**config.mk**
```make
export PLATFORM = sky130hd
export DESIGN_NAME = ad9945_serial_cfg
export DESIGN_NICKNAME = d
export VERILOG_FILES = /design/src/rtl/ad9945_pkg.sv /design/src/rtl/ad9945_spi_shift.sv /design/src/rtl/ad9945_serial_cfg.sv
export SDC_FILE = /design/constraint.sdc
export NUM_CORES = 1
export LEC_CHECK = 0
export CORE_AREA = 8 8 80 75
export CTS_CLUSTER_SIZE = 16
export DETAILED_ROUTE_END_ITERATION = 10
export DIE_AREA = 0 0 88 83
export PLACE_DENSITY = 0.87
export SYNTH_ARGS = -nofsm -noshare
export SYNTH_HDL_FRONTEND = slang
export SYNTH_SLANG_ARGS = --single-unit
```
**constraint.sdc**
```tcl
create_clock -name sys_clk -period 2.4 [get_ports sys_clk]
set_input_delay 0.24 -clock sys_clk [delete_from_list [all_inputs] [get_ports sys_clk]]
set_output_delay 0.24 -clock sys_clk [all_outputs]
set_load 0.02 [all_outputs]
```
**src/rtl/ad9945_pkg.sv**
```systemverilog
// Shared constants and state encodings for the AD9945 serial configuration slice.
package ad9945_pkg;

    // AD9945 register map entries written by the init table
    localparam int unsigned ADDR_OPER  = 0;
    localparam int unsigned ADDR_CTRL  = 1;
    localparam int unsigned ADDR_CLAMP = 2;
    localparam int unsigned ADDR_VGA   = 3;

    // Number of entries in the init table
    localparam int unsigned INIT_LEN = 4;

    // Sequencer states (top level)
    typedef enum logic [1:0] {
        SEQ_INIT_ARM,
        SEQ_IDLE,
        SEQ_FRAME
    } seq_state_t;

    // Serial frame phases (shifter)
    typedef enum logic [2:0] {
        PH_IDLE,
        PH_SETUP,
        PH_SHIFT_HI,
        PH_SHIFT_LO,
        PH_LAST,
        PH_GAP
    } phase_t;

endpackage

```
**src/rtl/ad9945_spi_shift.sv**
```systemverilog
// Frame shifter for the AD9945 3-wire port: H divider, bit counter and
// registered SL/SCK/SDATA generation. One frame per start pulse; done marks
// the final cycle of the gap phase.
module ad9945_spi_shift
    import ad9945_pkg::*;
#(
    parameter int unsigned N       = 15,
    parameter int unsigned CLK_DIV = 4
) (
    input  logic         sys_clk,
    input  logic         rst,
    input  logic         start,
    input  logic [N-1:0] word,
    output logic         busy,
    output logic         done,
    output logic         SL,
    output logic         SCK,
    output logic         SDATA
);

    localparam int unsigned BW = $clog2(N + 1);
    localparam logic [7:0] H_RELOAD = 8'(CLK_DIV - 1);

    phase_t         phase, phase_n;
    logic [7:0]     hcnt, hcnt_n;
    logic [BW-1:0]  bitcnt, bitcnt_n;
    logic [N-1:0]   shreg, shreg_n;
    logic           sl_n, sck_n, sd_n, busy_n;

    // Phase register and registered serial outputs
    always_ff @(posedge sys_clk or posedge rst) begin
        if (rst) begin
            phase  <= PH_IDLE;
            hcnt   <= '0;
            bitcnt <= '0;
            shreg  <= '0;
            SL     <= 1'b1;
            SCK    <= 1'b0;
            SDATA  <= 1'b0;
            busy   <= 1'b0;
        end else begin
            phase  <= phase_n;
            hcnt   <= hcnt_n;
            bitcnt <= bitcnt_n;
            shreg  <= shreg_n;
            SL     <= sl_n;
            SCK    <= sck_n;
            SDATA  <= sd_n;
            busy   <= busy_n;
        end
    end

    // Next phase, divider reload and next output levels
    always_comb begin
        phase_n  = phase;
        hcnt_n   = hcnt;
        bitcnt_n = bitcnt;
        shreg_n  = shreg;
        sl_n     = SL;
        sck_n    = SCK;
        sd_n     = SDATA;
        busy_n   = busy;
        done     = 1'b0;

        unique case (phase)
            PH_IDLE: begin
                if (start) begin
                    phase_n  = PH_SETUP;
                    hcnt_n   = H_RELOAD;
                    bitcnt_n = '0;
                    shreg_n  = word;
                    sl_n     = 1'b0;
                    sck_n    = 1'b0;
                    sd_n     = word[0];
                    busy_n   = 1'b1;
                end
            end
            PH_SETUP: begin
                if (hcnt == '0) begin
                    phase_n = PH_SHIFT_HI;
                    hcnt_n  = H_RELOAD;
                    sck_n   = 1'b1;
                end else begin
                    hcnt_n = hcnt - 8'd1;
                end
            end
            PH_SHIFT_HI: begin
                if (hcnt == '0) begin
                    hcnt_n = H_RELOAD;
                    sck_n  = 1'b0;
                    if (bitcnt == BW'(N - 1)) begin
                        phase_n = PH_LAST;
                    end else begin
                        // next bit goes out on the same edge SCK falls
                        phase_n  = PH_SHIFT_LO;
                        bitcnt_n = bitcnt + 1'b1;
                        shreg_n  = shreg >> 1;
                        sd_n     = shreg[1];
                    end
                end else begin
                    hcnt_n = hcnt - 8'd1;
                end
            end
            PH_SHIFT_LO: begin
                if (hcnt == '0) begin
                    phase_n = PH_SHIFT_HI;
                    hcnt_n  = H_RELOAD;
                    sck_n   = 1'b1;
                end else begin
                    hcnt_n = hcnt - 8'd1;
                end
            end
            PH_LAST: begin
                if (hcnt == '0) begin
                    phase_n = PH_GAP;
                    hcnt_n  = H_RELOAD;
                    sl_n    = 1'b1;
                    sd_n    = 1'b0;
                end else begin
                    hcnt_n = hcnt - 8'd1;
                end
            end
            PH_GAP: begin
                if (hcnt == '0) begin
                    phase_n = PH_IDLE;
                    busy_n  = 1'b0;
                    done    = 1'b1;
                end else begin
                    hcnt_n = hcnt - 8'd1;
                end
            end
            default: begin
                phase_n = PH_IDLE;
            end
        endcase
    end

endmodule

```
**src/rtl/ad9945_serial_cfg.sv**
```systemverilog
// AD9945 configuration sequencer: runs the four-entry init table after reset
// or on init_req, then services single-register host writes. Frames only
// start while hold is low; init always has priority over host writes.
module ad9945_serial_cfg
    import ad9945_pkg::*;
#(
    parameter int unsigned        ADDR_W    = 3,
    parameter int unsigned        DATA_W    = 12,
    parameter int unsigned        CLK_DIV   = 4,
    parameter logic [DATA_W-1:0]  OPER_INIT = '0,
    parameter logic [DATA_W-1:0]  CTRL_INIT = '0
) (
    input  logic              sys_clk,
    input  logic              rst,
    input  logic              init_req,
    input  logic [7:0]        clamp_level,
    input  logic [9:0]        vga_gain,
    input  logic              hold,
    input  logic              wr_req,
    input  logic [ADDR_W-1:0] wr_addr,
    input  logic [DATA_W-1:0] wr_data,
    output logic              wr_ack,
    output logic              busy,
    output logic              init_done,
    output logic              SL,
    output logic              SCK,
    output logic              SDATA
);

    localparam int unsigned N = ADDR_W + DATA_W;

    seq_state_t        state, state_n;
    logic [1:0]        idx, idx_n;
    logic              pending, pending_n;
    logic              frame_init, frame_init_n;
    logic              init_done_n, wr_ack_n;
    logic              start, done;
    logic [N-1:0]      word;
    logic [ADDR_W-1:0] tbl_addr;
    logic [DATA_W-1:0] tbl_data;

    // Init table lookup; clamp/VGA are sampled live so the frame start captures them
    always_comb begin
        tbl_addr = ADDR_W'(ADDR_OPER);
        tbl_data = OPER_INIT;
        unique case (idx)
            2'd0: begin tbl_addr = ADDR_W'(ADDR_OPER);  tbl_data = OPER_INIT;            end
            2'd1: begin tbl_addr = ADDR_W'(ADDR_CTRL);  tbl_data = CTRL_INIT;            end
            2'd2: begin tbl_addr = ADDR_W'(ADDR_CLAMP); tbl_data = DATA_W'(clamp_level); end
            2'd3: begin tbl_addr = ADDR_W'(ADDR_VGA);   tbl_data = DATA_W'(vga_gain);    end
            default: ;
        endcase
    end

    // Sequencer state and registered handshake outputs
    always_ff @(posedge sys_clk or posedge rst) begin
        if (rst) begin
            state      <= SEQ_INIT_ARM;
            idx        <= '0;
            pending    <= 1'b0;
            frame_init <= 1'b0;
            init_done  <= 1'b0;
            wr_ack     <= 1'b0;
        end else begin
            state      <= state_n;
            idx        <= idx_n;
            pending    <= pending_n;
            frame_init <= frame_init_n;
            init_done  <= init_done_n;
            wr_ack     <= wr_ack_n;
        end
    end

    // Arbitration between init table and host writes
    always_comb begin
        state_n      = state;
        idx_n        = idx;
        pending_n    = pending | init_req;
        frame_init_n = frame_init;
        init_done_n  = init_done & ~init_req;
        wr_ack_n     = 1'b0;
        start        = 1'b0;
        word         = {tbl_data, tbl_addr};

        unique case (state)
            SEQ_INIT_ARM: begin
                // a restart request seen while armed rewinds before any frame goes out
                if (pending) begin
                    idx_n     = '0;
                    pending_n = init_req;
                end else if (!hold) begin
                    start        = 1'b1;
                    frame_init_n = 1'b1;
                    state_n      = SEQ_FRAME;
                end
            end
            SEQ_IDLE: begin
                if (pending && !hold) begin
                    idx_n     = '0;
                    pending_n = init_req;
                    state_n   = SEQ_INIT_ARM;
                end else if (wr_req && !hold && !pending && !init_req) begin
                    start        = 1'b1;
                    word         = {wr_data, wr_addr};
                    wr_ack_n     = 1'b1;
                    frame_init_n = 1'b0;
                    state_n      = SEQ_FRAME;
                end
            end
            SEQ_FRAME: begin
                if (done) begin
                    if (pending) begin
                        idx_n     = '0;
                        pending_n = init_req;
                        state_n   = SEQ_INIT_ARM;
                    end else if (frame_init) begin
                        if (idx == 2'(INIT_LEN - 1)) begin
                            idx_n       = '0;
                            init_done_n = ~init_req;
                            state_n     = SEQ_IDLE;
                        end else begin
                            idx_n   = idx + 2'd1;
                            state_n = SEQ_INIT_ARM;
                        end
                    end else begin
                        state_n = SEQ_IDLE;
                    end
                end
            end
            default: begin
                state_n = SEQ_INIT_ARM;
            end
        endcase
    end

    ad9945_spi_shift #(
        .N       (N),
        .CLK_DIV (CLK_DIV)
    ) u_shift (
        .sys_clk (sys_clk),
        .rst     (rst),
        .start   (start),
        .word    (word),
        .busy    (busy),
        .done    (done),
        .SL      (SL),
        .SCK     (SCK),
        .SDATA   (SDATA)
    );

endmodule
```
==> metrics.txt, run 1 <==
status=completed; synth cell count leaders=dfrtp_1 (40), nand2_1 (29), o21ai_0 (23); HP Class=primary input to async pin; sum of negative setup slack=0 ns; clk sinks=41; post-route cell area=0.00304 mm^2; die area=0.00730 mm^2; Final Core Density=0.653; drt initial violations=147; Port Buffer Count=43; simple-gate share of the synthesized area=0.212; Yosys reg bits=41; Slew Viols, Final=0; Least-Margin Pin Slew=0.576 ns; maximum capacitance violations=0; wire length per cell=16.9 um; max_slew headroom=0.616; Inserted Clock Buffers=5; Vias=2165; LEAKAGE=1.26 nW; Clk network pwr share=0.236; leading area contributor after synthesis=dfrtp_1; FF/Latch Area=0.00103 mm^2; CTS tree=yes; Synth Area in Adders=0.0427; combinational fraction of design power=0.351; Synth Warn #=0; die width=88 um; WL final=6240 um; compound-cell area share of the yosys netlist=0.247; pwr dens=934 mW/mm^2; Synth top area share=0.427; Crit. End Element=flip-flop; worst r2r dst=u_shift.SDATA; FILL cells=373; Int Power=1.82 mW; total gr overflow=0; worst-path fanout max=10; buffer type at the clock tree root=clkbuf_8; antenna violations before repair=0; # diodes=0; first-pass GRT wire length=10500 um; Worst Setup Start Kind=flip-flop; Pre-antenna DRT Iters=4; clk buf depth=2; total track usage=0.178; htree depth=2; Syn Area/Cell=9.27 um^2; mux contribution to synthesized area=0.0133; unrepaired setup endpoints after global routing=false; I/O pin count=44; synthesized instance count=253; Fin Hold WS=0.365 ns; clk slew on worst S/H paths=0.09 ns; gp weighted congestion=0.825; share of layout cells above drive strength 1=0.138; # nets final=350; Post-DRT Antenna Nets=0; R2R Setup Slk=0.22 ns; maximum number of pins on one net before global-route repair=42; Die H=83 um; top-count cell post-synth=dfrtp_1; worst ir drop on vdd=0.587 mV; switching share of power=0.359; FMAX=458 MHz; Vias per Instance=5.85; sw power=1.02 mW; crit share post-route=0.909; Post-Syn Area=0.00234 mm^2; post-synthesis sequential area ratio=0.438; num rows=24; Seq pwr share=0.413; vias in the first global route=2160; Hold Violations, Final=0; Initial Util=0.504; critical path type=flip-flop to flip-flop; EDFF count, synth=0; reg2reg start=u_shift.hcnt[0]; Core ar.=0.00465 mm^2; DP Area=0.00291 mm^2; path depth of the worst reg2reg path=7; clock skew=0.0118 ns; dominant cells by area after synthesis=dfrtp_1 (43%), o21ai_0 (4.9%), nand2_1 (4.6%); Post-synth ARST share=1.00; syn nets=299; area of the multi-input gates=0.00123 mm^2; setup violators final=0; Syn-to-layout area delta=29.6%; xor/xnor share of the synthesized area=0.0112; Critical Path AT=2.38 ns; post-cts repair resize count=0; unique cell type count in the Yosys netlist=49; detailed placement HPWL=4620 um; Tmin final=2.18 ns; post-CTS setup buffer count=0; number of hold buffers added after CTS=0; worst-skew pair later-pin latency=0.30 ns; Primary FF master, synth=dfrtp_1; largest family of logic cells by synthesized area=compound AO/OA/AOI/OAI gates; Final Power=2.84 mW; DR DRC count=0; Critical Path RT=2.59 ns
-- layout make-up --
class                      instances  share of cell area
timing repair buffer              56               0.174
sequential                        41               0.338
clock inverter                     3              0.0214
multi-input combinational        191               0.406
clock buffer                       5              0.0226
inverter                           9              0.0111
tap                               65              0.0268
-- registers in the layout (all words and copies together), names as in the netlist, 2 cells and up --
name,count
state,2
u_shift.hcnt,8
idx,2
u_shift.phase,3
u_shift.bitcnt,4
u_shift.shreg,14
-- worst max-delay path by stage --
stage                     slack [ns]       startpoint               end  cells past startpoint
final                           0.22  u_shift.hcnt[0]     u_shift.SDATA                      7
after detailed placement         0.1             hold  u_shift.shreg[1]                      6
after floorplan                 0.27  u_shift.hcnt[0]     u_shift.SDATA                      7
after global routing             0.1  u_shift.hcnt[0]   u_shift.hcnt[1]                      7
after global placement          0.17             hold  u_shift.shreg[9]                      5
after CTS                       0.22  u_shift.hcnt[0]     u_shift.SDATA                      7
-- critical path, stage by stage (launching register included) --
cell	delay (ns)
dfrtp_1	0.42
inv_1	0.10
ha_1	0.19
or3b_2	0.52
nor4_4	0.31
nor2_2	0.14
o21ai_2	0.09
mux2_1	0.32
-- per-stage QoR --
stage | setup WS [ns] | cells
floorplan | 0.269 | 253
global placement | 0.174 | 362
detailed placement | 0.0956 | 362
CTS | 0.215 | 370
global route | 0.0974 | 370
finish | 0.218 | 370
-- routing by layer --
layer / vias to the layer above / track usage / share of wire
met3: 9 / 0.0285 / 0.027
met4: 0 / 0.0641 / 0.016
met1: 1062 / 0.226 / 0.44
li1: 1046 / - / -
met5: - / 0 / 0
met2: 48 / 0.295 / 0.51
-- layout by cell type, fill, tap and decap left out, types with 2 or more instances in the layout --
cell type and n:
o21ai_0 23, clkdlybuf4s50_1 43, a221o_1 3, nor3_1 7, a31oi_1 3, or3_1 2
nor2_2 2, xor2_1 2, nand3_1 15, dfrtp_1 40, clkbuf_8 5, or3b_2 2
o221a_2 8, a32o_1 2, bufinv_16 2, mux2i_1 2, nand2_1 29, a211oi_1 4
nor2_1 22, nor2b_1 2, o211ai_1 3, o31ai_1 3, a221oi_1 6, a21o_1 3
nand2b_1 5, a21oi_1 10, and3_1 3, inv_1 9, o21ai_1 2, buf_4 13
nand4_1 2, ha_1 8
-- power groups by stage --
stage / Clock [mW] / Combinational (mW) / Sequential (mW)
2_1_floorplan: 0 / 0.704 / 1.11
3_3_place_gp: 0 / 0.956 / 1.16
3_5_place_dp: 0 / 0.995 / 1.17
4_1_cts: 0.672 / 1.00 / 1.17
5_1_grt: 0.701 / 1.11 / 1.20
6_report: 0.669 / 0.997 / 1.17
-- kinds of logic (layout without fill, tap and decap cells) --
| family | Yosys count | after routing |
|---|---|---|
| AOI/OAI and AO/OA | 79 | 79 |
| xor gates and xnor gates | 3 | 3 |
| adders and majority gates | 8 | 8 |
| buffers and inverters | 21 | 73 |
| DFF | 41 | 41 |
| muxes | 3 | 3 |
| and+or+nand+nor | 98 | 98 |
Power figures use the tool's default switching activity.
==> run 2, diff against run 1 <==
CORE_AREA = 8 8 71 85   (was 8 8 80 75)
DIE_AREA = 0 0 79 93   (was 0 0 88 83)
PLACE_DENSITY = 0.86   (was 0.87)
==> run 2 against run 1 <==
Against the previous run: combinational power hardly changed; count of clock-buffer cells in the layout up 3; via count grew 1.0%; first-iteration DRC count fell by 1.4%; worst setup slack got worse by 0.015 ns; sequential power about the same; highest routed layer unchanged; critical endpoint unchanged; routed wire length shrank 5.8%; critical path depth is the same; non-clock buffer count stayed put.
==> metrics.txt, run 2 (same netlist as run 1, synthesis figures left out) <==
status=completed (unchanged); number of hold buffers added after CTS=0 (unchanged); DR DRC count=0 (unchanged); critical path type=flip-flop to flip-flop (unchanged); Largest Register=u_shift.shreg (unchanged); sum of negative setup slack=0 ns (unchanged); Tmin final=2.20 ns (was 2.18 ns); Critical Path AT=2.37 ns (was 2.38 ns); HP Class=primary input to async pin (unchanged); worst-skew pair later-pin latency=0.29 ns (was 0.30 ns); clk slew on worst S/H paths=0.07 ns (was 0.09 ns); crit share post-route=0.916 (was 0.909); Worst Setup Start Kind=flip-flop (unchanged); WL final=5880 um (was 6240 um); Syn-to-layout area delta=27.1% (was 29.6%); share of layout cells above drive strength 1=0.128 (was 0.138); Inserted Clock Buffers=5 (unchanged); worst ir drop on vdd=0.500 mV (was 0.587 mV); worst-path fanout max=10 (unchanged); Hold Violations, Final=0 (unchanged); post-CTS setup buffer count=0 (unchanged); top flop regs=u_shift.shreg x14, u_shift.hcnt x8, u_shift.bitcnt x4 (unchanged); commonest cells after routing, fill and taps aside=clkdlybuf4s50_1 (43), dfrtp_1 (40), nand2_1 (29), o21ai_0 (23), nor2_1 (22) (unchanged); clk buf depth=2 (unchanged); die area=0.00735 mm^2 (was 0.00730 mm^2); Crit. End Element=flip-flop (unchanged); drt initial violations=145 (was 147); Post-DRT Antenna Nets=0 (unchanged); Crit-path slowest cell=or3b_2 (unchanged); I/O pin count=44 (unchanged); num rows=28 (was 24); CTS tree=yes (unchanged); detailed placement HPWL=4470 um (was 4620 um); post-cts repair resize count=0 (unchanged); maximum capacitance violations=0 (unchanged); most common cell after layout, fill and taps aside=clkdlybuf4s50_1 (unchanged); FMAX=455 MHz (was 458 MHz); path depth of the worst reg2reg path=7 (unchanged); buffer type at the clock tree root=clkbuf_8 (unchanged); Die H=93 um (was 83 um); Slowest Stage Delay on Critical Path=0.51 ns (was 0.52 ns); Largest register FFs=14 (unchanged); # nets final=350 (unchanged); pwr dens=867 mW/mm^2 (was 934 mW/mm^2); # diodes=0 (unchanged); Pre-antenna DRT Iters=4 (unchanged); LEAKAGE=1.23 nW (was 1.26 nW); Critical Path RT=2.57 ns (was 2.59 ns); Slew Viols, Final=0 (unchanged); clk sinks=41 (unchanged); maximum number of pins on one net before global-route repair=42 (unchanged); Least-Margin Pin Slew=0.521 ns (was 0.576 ns); first-pass GRT wire length=10100 um (was 10500 um); Vias per Instance=5.99 (was 5.85); Fin Hold WS=0.364 ns (was 0.365 ns); max_slew headroom=0.650 (was 0.616); clock skew=0.00809 ns (was 0.0118 ns); gp weighted congestion=0.863 (was 0.825); Core ar.=0.00476 mm^2 (was 0.00465 mm^2); vias in the first global route=2194 (was 2160); die width=79 um (was 88 um); total track usage=0.168 (was 0.178); setup violators final=0 (unchanged); htree depth=2 (unchanged); Vias=2187 (was 2165); wire length per cell=16.1 um (was 16.9 um); Initial Util=0.492 (was 0.504); total gr overflow=0 (unchanged); unrepaired setup endpoints after global routing=false (unchanged); antenna violations before repair=0 (unchanged); Port Buffer Count=43 (unchanged); Critical Path, Cell by Cell=inv_1 -> ha_1 -> or3b_2 -> nor4_4 -> nor2_2 -> o21ai_2 -> mux2_1 (unchanged)
run 2: cell count changes in the layout (fill, tap and decap cells not counted), sizes merged:
| cell | delta |
|---|---|
| clkinv | -1 |
| bufinv | -2 |
| clkbuf | +3 |
run 2: critical path, delay by kind of cell (launching register included):
family,cells,cell delay (ns)
adders and majority gates,1,0.18
muxes,1,0.33
and+or+nand+nor,3,0.97
buffers and inverters,1,0.09
AOI/OAI and AO/OA,1,0.09
DFF,1,0.41
run 2: report_power, final:
part	total, mW	switching (mW)	internal, mW
combinational	0.997	0.515	0.482
clock	0.428	0.222	0.207
sequential	1.16	0.230	0.927
total	2.58	0.967	1.62
run 2: worst paths after layout:
path                                endpoint  slack [ns]            start
max                            u_shift.SDATA        0.20  u_shift.hcnt[0]
min in group sys_clk              u_shift.SL        0.48       u_shift.SL
max reg2reg                    u_shift.SDATA        0.20  u_shift.hcnt[0]
min reg2reg                       u_shift.SL        0.48       u_shift.SL
max in group asynchronous  u_shift.bitcnt[3]        1.66              rst
min                          u_shift.hcnt[5]        0.36              rst
run 2: per-layer routing:
metal | track usage | up-vias | wire length (um)
met3 | 0.0345 | 14 | 252
met4 | 0.0650 | 0 | 142
met5 | 0 | - | 0
met2 | 0.288 | 62 | 3040
li1 | - | 1042 | -
met1 | 0.199 | 1069 | 2450
run 2: per-stage QoR:
step | power [mW] | std cells | utilization | worst slack [ns] | instance area (um^2)
2_1_floorplan | 1.82 | 253 | - | 0.269 | 2340
3_3_place_gp | 2.11 | 357 | 0.608 | 0.257 | 2900
6_report | 2.58 | 365 | 0.625 | 0.203 | 2980
4_1_cts | 2.60 | 365 | 0.625 | 0.190 | 2980
3_5_place_dp | 2.17 | 357 | 0.608 | 0.187 | 2900
5_1_grt | 2.77 | 365 | 0.625 | 0.0830 | 2980
run 2: layout make-up:
| class | instances | area [um^2] |
|---|---|---|
| clock buffers | 8 | 80.1 |
| multi-input cells | 191 | 1230 |
| flip-flops and latches | 41 | 1030 |
| repair buffers | 56 | 528 |
| inverters | 9 | 33.8 |
| well taps | 60 | 75.1 |
| fillers | 397 | 1790 |
==> run 3, diff against run 2 <==
CORE_AREA = 8 8 66 79   (was 8 8 71 85)
DIE_AREA = 0 0 74 87   (was 0 0 79 93)
DONT_BUFFER_PORTS = 1   (was not set)
PLACE_DENSITY = 0.75   (was 0.86)
==> run 3 against run 2 <==
Against the previous run: count of clock-buffer cells in the layout decreased by 3; sequential share of layout area increased by 5.0 points; critical endpoint unchanged; clock skew about the same; critical path type unchanged; largest cell class unchanged.
==> metrics.txt, run 3 (same netlist as run 1, synthesis figures left out) <==
status=completed (unchanged); top flop regs=u_shift.shreg x14, u_shift.hcnt x8, u_shift.bitcnt x4 (unchanged); drt initial violations=94 (was 145); gp weighted congestion=0.852 (was 0.863); min-delay src=init_req; num rows=26 (was 28); WL final=5520 um (was 5880 um); FF/Latch Area=0.00103 mm^2 (unchanged); Hold EP=pending; crit share post-route=0.913 (was 0.916); clock skew=0.00849 ns (was 0.00809 ns); sum of negative setup slack=0 ns (unchanged); HP Class=primary input to flip-flop (was primary input to async pin); share of layout cells above drive strength 1=0.153 (was 0.128); wire length per cell=17.4 um (was 16.1 um); FILL cells=348 (was 397); DR DRC count=0 (unchanged); htree depth=2 (unchanged); Slowest Stage Delay on Critical Path=0.52 ns (was 0.51 ns); Crit-path slowest cell=or3b_2 (unchanged); maximum capacitance violations=0 (unchanged); Critical Path RT=2.58 ns (was 2.57 ns); Port Buffer Count=0 (was 43); commonest cells after routing, fill and taps aside=dfrtp_1 (40), nand2_1 (29), o21ai_0 (23), nor2_1 (22), nand3_1 (15) (was clkdlybuf4s50_1 (43), dfrtp_1 (40), nand2_1 (29), o21ai_0 (23), nor2_1 (22)); setup violators final=0 (unchanged); die area=0.00644 mm^2 (was 0.00735 mm^2); Final Power=2.71 mW (was 2.58 mW); reg2reg start=u_shift.hcnt[0] (unchanged); worst-skew pair later-pin latency=0.30 ns (was 0.29 ns); Worst Setup Start Kind=flip-flop (unchanged); # nets final=306 (was 350); clk buf depth=2 (unchanged); clk sinks=41 (unchanged); die width=74 um (was 79 um); Largest Register=u_shift.shreg (unchanged); area of the multi-input gates=0.00124 mm^2 (was 0.00123 mm^2); worst r2r dst=u_shift.SDATA (unchanged); critical path type=flip-flop to flip-flop (unchanged); Slew Viols, Final=0 (unchanged); LEAKAGE=1.09 nW (was 1.23 nW); total gr overflow=0 (unchanged); maximum number of pins on one net before global-route repair=42 (unchanged); first-pass GRT wire length=9230 um (was 10100 um); WP buf/inv=1 (unchanged); antenna violations before repair=0 (unchanged); detailed placement HPWL=4020 um (was 4470 um); Vias=1959 (was 2187); Critical Path AT=2.37 ns (about the same); Critical Path, Cell by Cell=inv_1 -> ha_1 -> or3b_2 -> nor4_4 -> nor2_2 -> o21ai_2 -> mux2_1 (unchanged); most common cell after layout, fill and taps aside=dfrtp_1 (was clkdlybuf4s50_1); buffer type at the clock tree root=clkbuf_8 (unchanged); met3 Usage GRT=0.0392 (was 0.0345); Core ar.=0.00407 mm^2 (was 0.00476 mm^2); CTS tree=yes (unchanged); Top delay family on crit path=simple AND/OR/NAND/NOR gates (unchanged); Vias per Instance=6.18 (was 5.99); GRT busiest layer=met2 (unchanged); path depth of the worst reg2reg path=7 (unchanged); met1 Use GR=0.230 (was 0.199); vias in the first global route=1959 (was 2194); hold path depth=2; pwr dens=1040 mW/mm^2 (was 867 mW/mm^2); Hold Violations, Final=0 (unchanged); total track usage=0.183 (was 0.168); GR Layer Usage met2=0.290 (was 0.288); clk slew on worst S/H paths=0.08 ns (was 0.07 ns); Initial Util=0.577 (was 0.492); unrepaired setup endpoints after global routing=false (unchanged); max_slew headroom=0.640 (was 0.650); Post-DRT Antenna Nets=0 (unchanged); FMAX=456 MHz (was 455 MHz); Inserted Clock Buffers=5 (unchanged); Syn-to-layout area delta=10.9% (was 27.1%); worst ir drop on vdd=0.759 mV (was 0.500 mV); R2R Setup Slk=0.21 ns (was 0.20 ns); I/O pin count=44 (unchanged); Crit. End Element=flip-flop (unchanged); Die H=87 um (was 93 um); # diodes=0 (unchanged); worst-path fanout max=10 (unchanged); Least-Margin Pin Slew=0.539 ns (was 0.521 ns); Largest register FFs=14 (unchanged); Tmin final=2.19 ns (was 2.20 ns); Pre-antenna DRT Iters=4 (unchanged)
[run 3: cell types whose count changed in the layout (fill, tap and decap cells not counted), sizes merged]
cell,previous run,this run
clkdlybuf4s50,43,0
bufinv,0,2
dlygate4sd3,0,2
clkinv,0,1
clkbuf,8,5
buf,13,10
[run 3: report_power, final]
| part | switching (mW) | internal [mW] |
|---|---|---|
| Sequential | 0.252 | 0.928 |
| Clock | 0.246 | 0.413 |
| Combinational | 0.476 | 0.398 |
| Total | 0.974 | 1.74 |
[run 3: worst max-delay path by stage]
stage | from | endpoint | slack [ns] | cells after the start
after CTS | u_shift.hcnt[0] | u_shift.SDATA | 0.22 | 7
after global routing | u_shift.hcnt[0] | u_shift.SDATA | 0.09 | 7
after floorplan | u_shift.hcnt[0] | u_shift.SDATA | 0.27 | 7
after global placement | u_shift.hcnt[0] | u_shift.hcnt[7] | 0.28 | 7
after detailed placement | u_shift.hcnt[0] | u_shift.SDATA | 0.23 | 7
final | u_shift.hcnt[0] | u_shift.SDATA | 0.21 | 7
[run 3: worst register-to-register path: stages (launching register included)]
cell and delay (ns):
dfrtp_1 0.41, inv_1 0.09, ha_1 0.18, or3b_2 0.52
nor4_4 0.31, nor2_2 0.15, o21ai_2 0.09, mux2_1 0.33
[run 3: routing by layer]
metal  routed length [um]  share of wire
met1                 2380           0.43
met2                 2690           0.49
met3                  369          0.067
met4                   78          0.014
met5                    0              0
[run 3: area by class of cell]
type                    instances  share of cell area
multi-input cells             191               0.477
flip-flops and latches         41               0.395
repair buffers                 12              0.0366
well taps                      56              0.0269
clock buffers                   5              0.0265
clock inverters                 3              0.0250
inverters                       9              0.0130
[run 3: stage by stage]
stage                     hold WS (ns)  utilization  cells  worst slack (ns)  cell area (um^2)
after floorplan                  0.306            -    253             0.269              2340
after global placement           0.289        0.600    307             0.277              2440
after detailed placement         0.294        0.600    307             0.232              2440
after CTS                       0.0396        0.638    317             0.222              2590
after global routing            0.0707        0.639    317            0.0853              2600
final                           0.0505        0.639    317             0.208              2600
[run 3: what timing repair did]
action | in CTS | in global routing
endpoints found under the setup margin | 0 | 1
hold buffers | 2 | 0
gates resized for setup | 0 | 1
buffers inserted | 0 | 0
endpoints found under the hold margin | 41 | 0
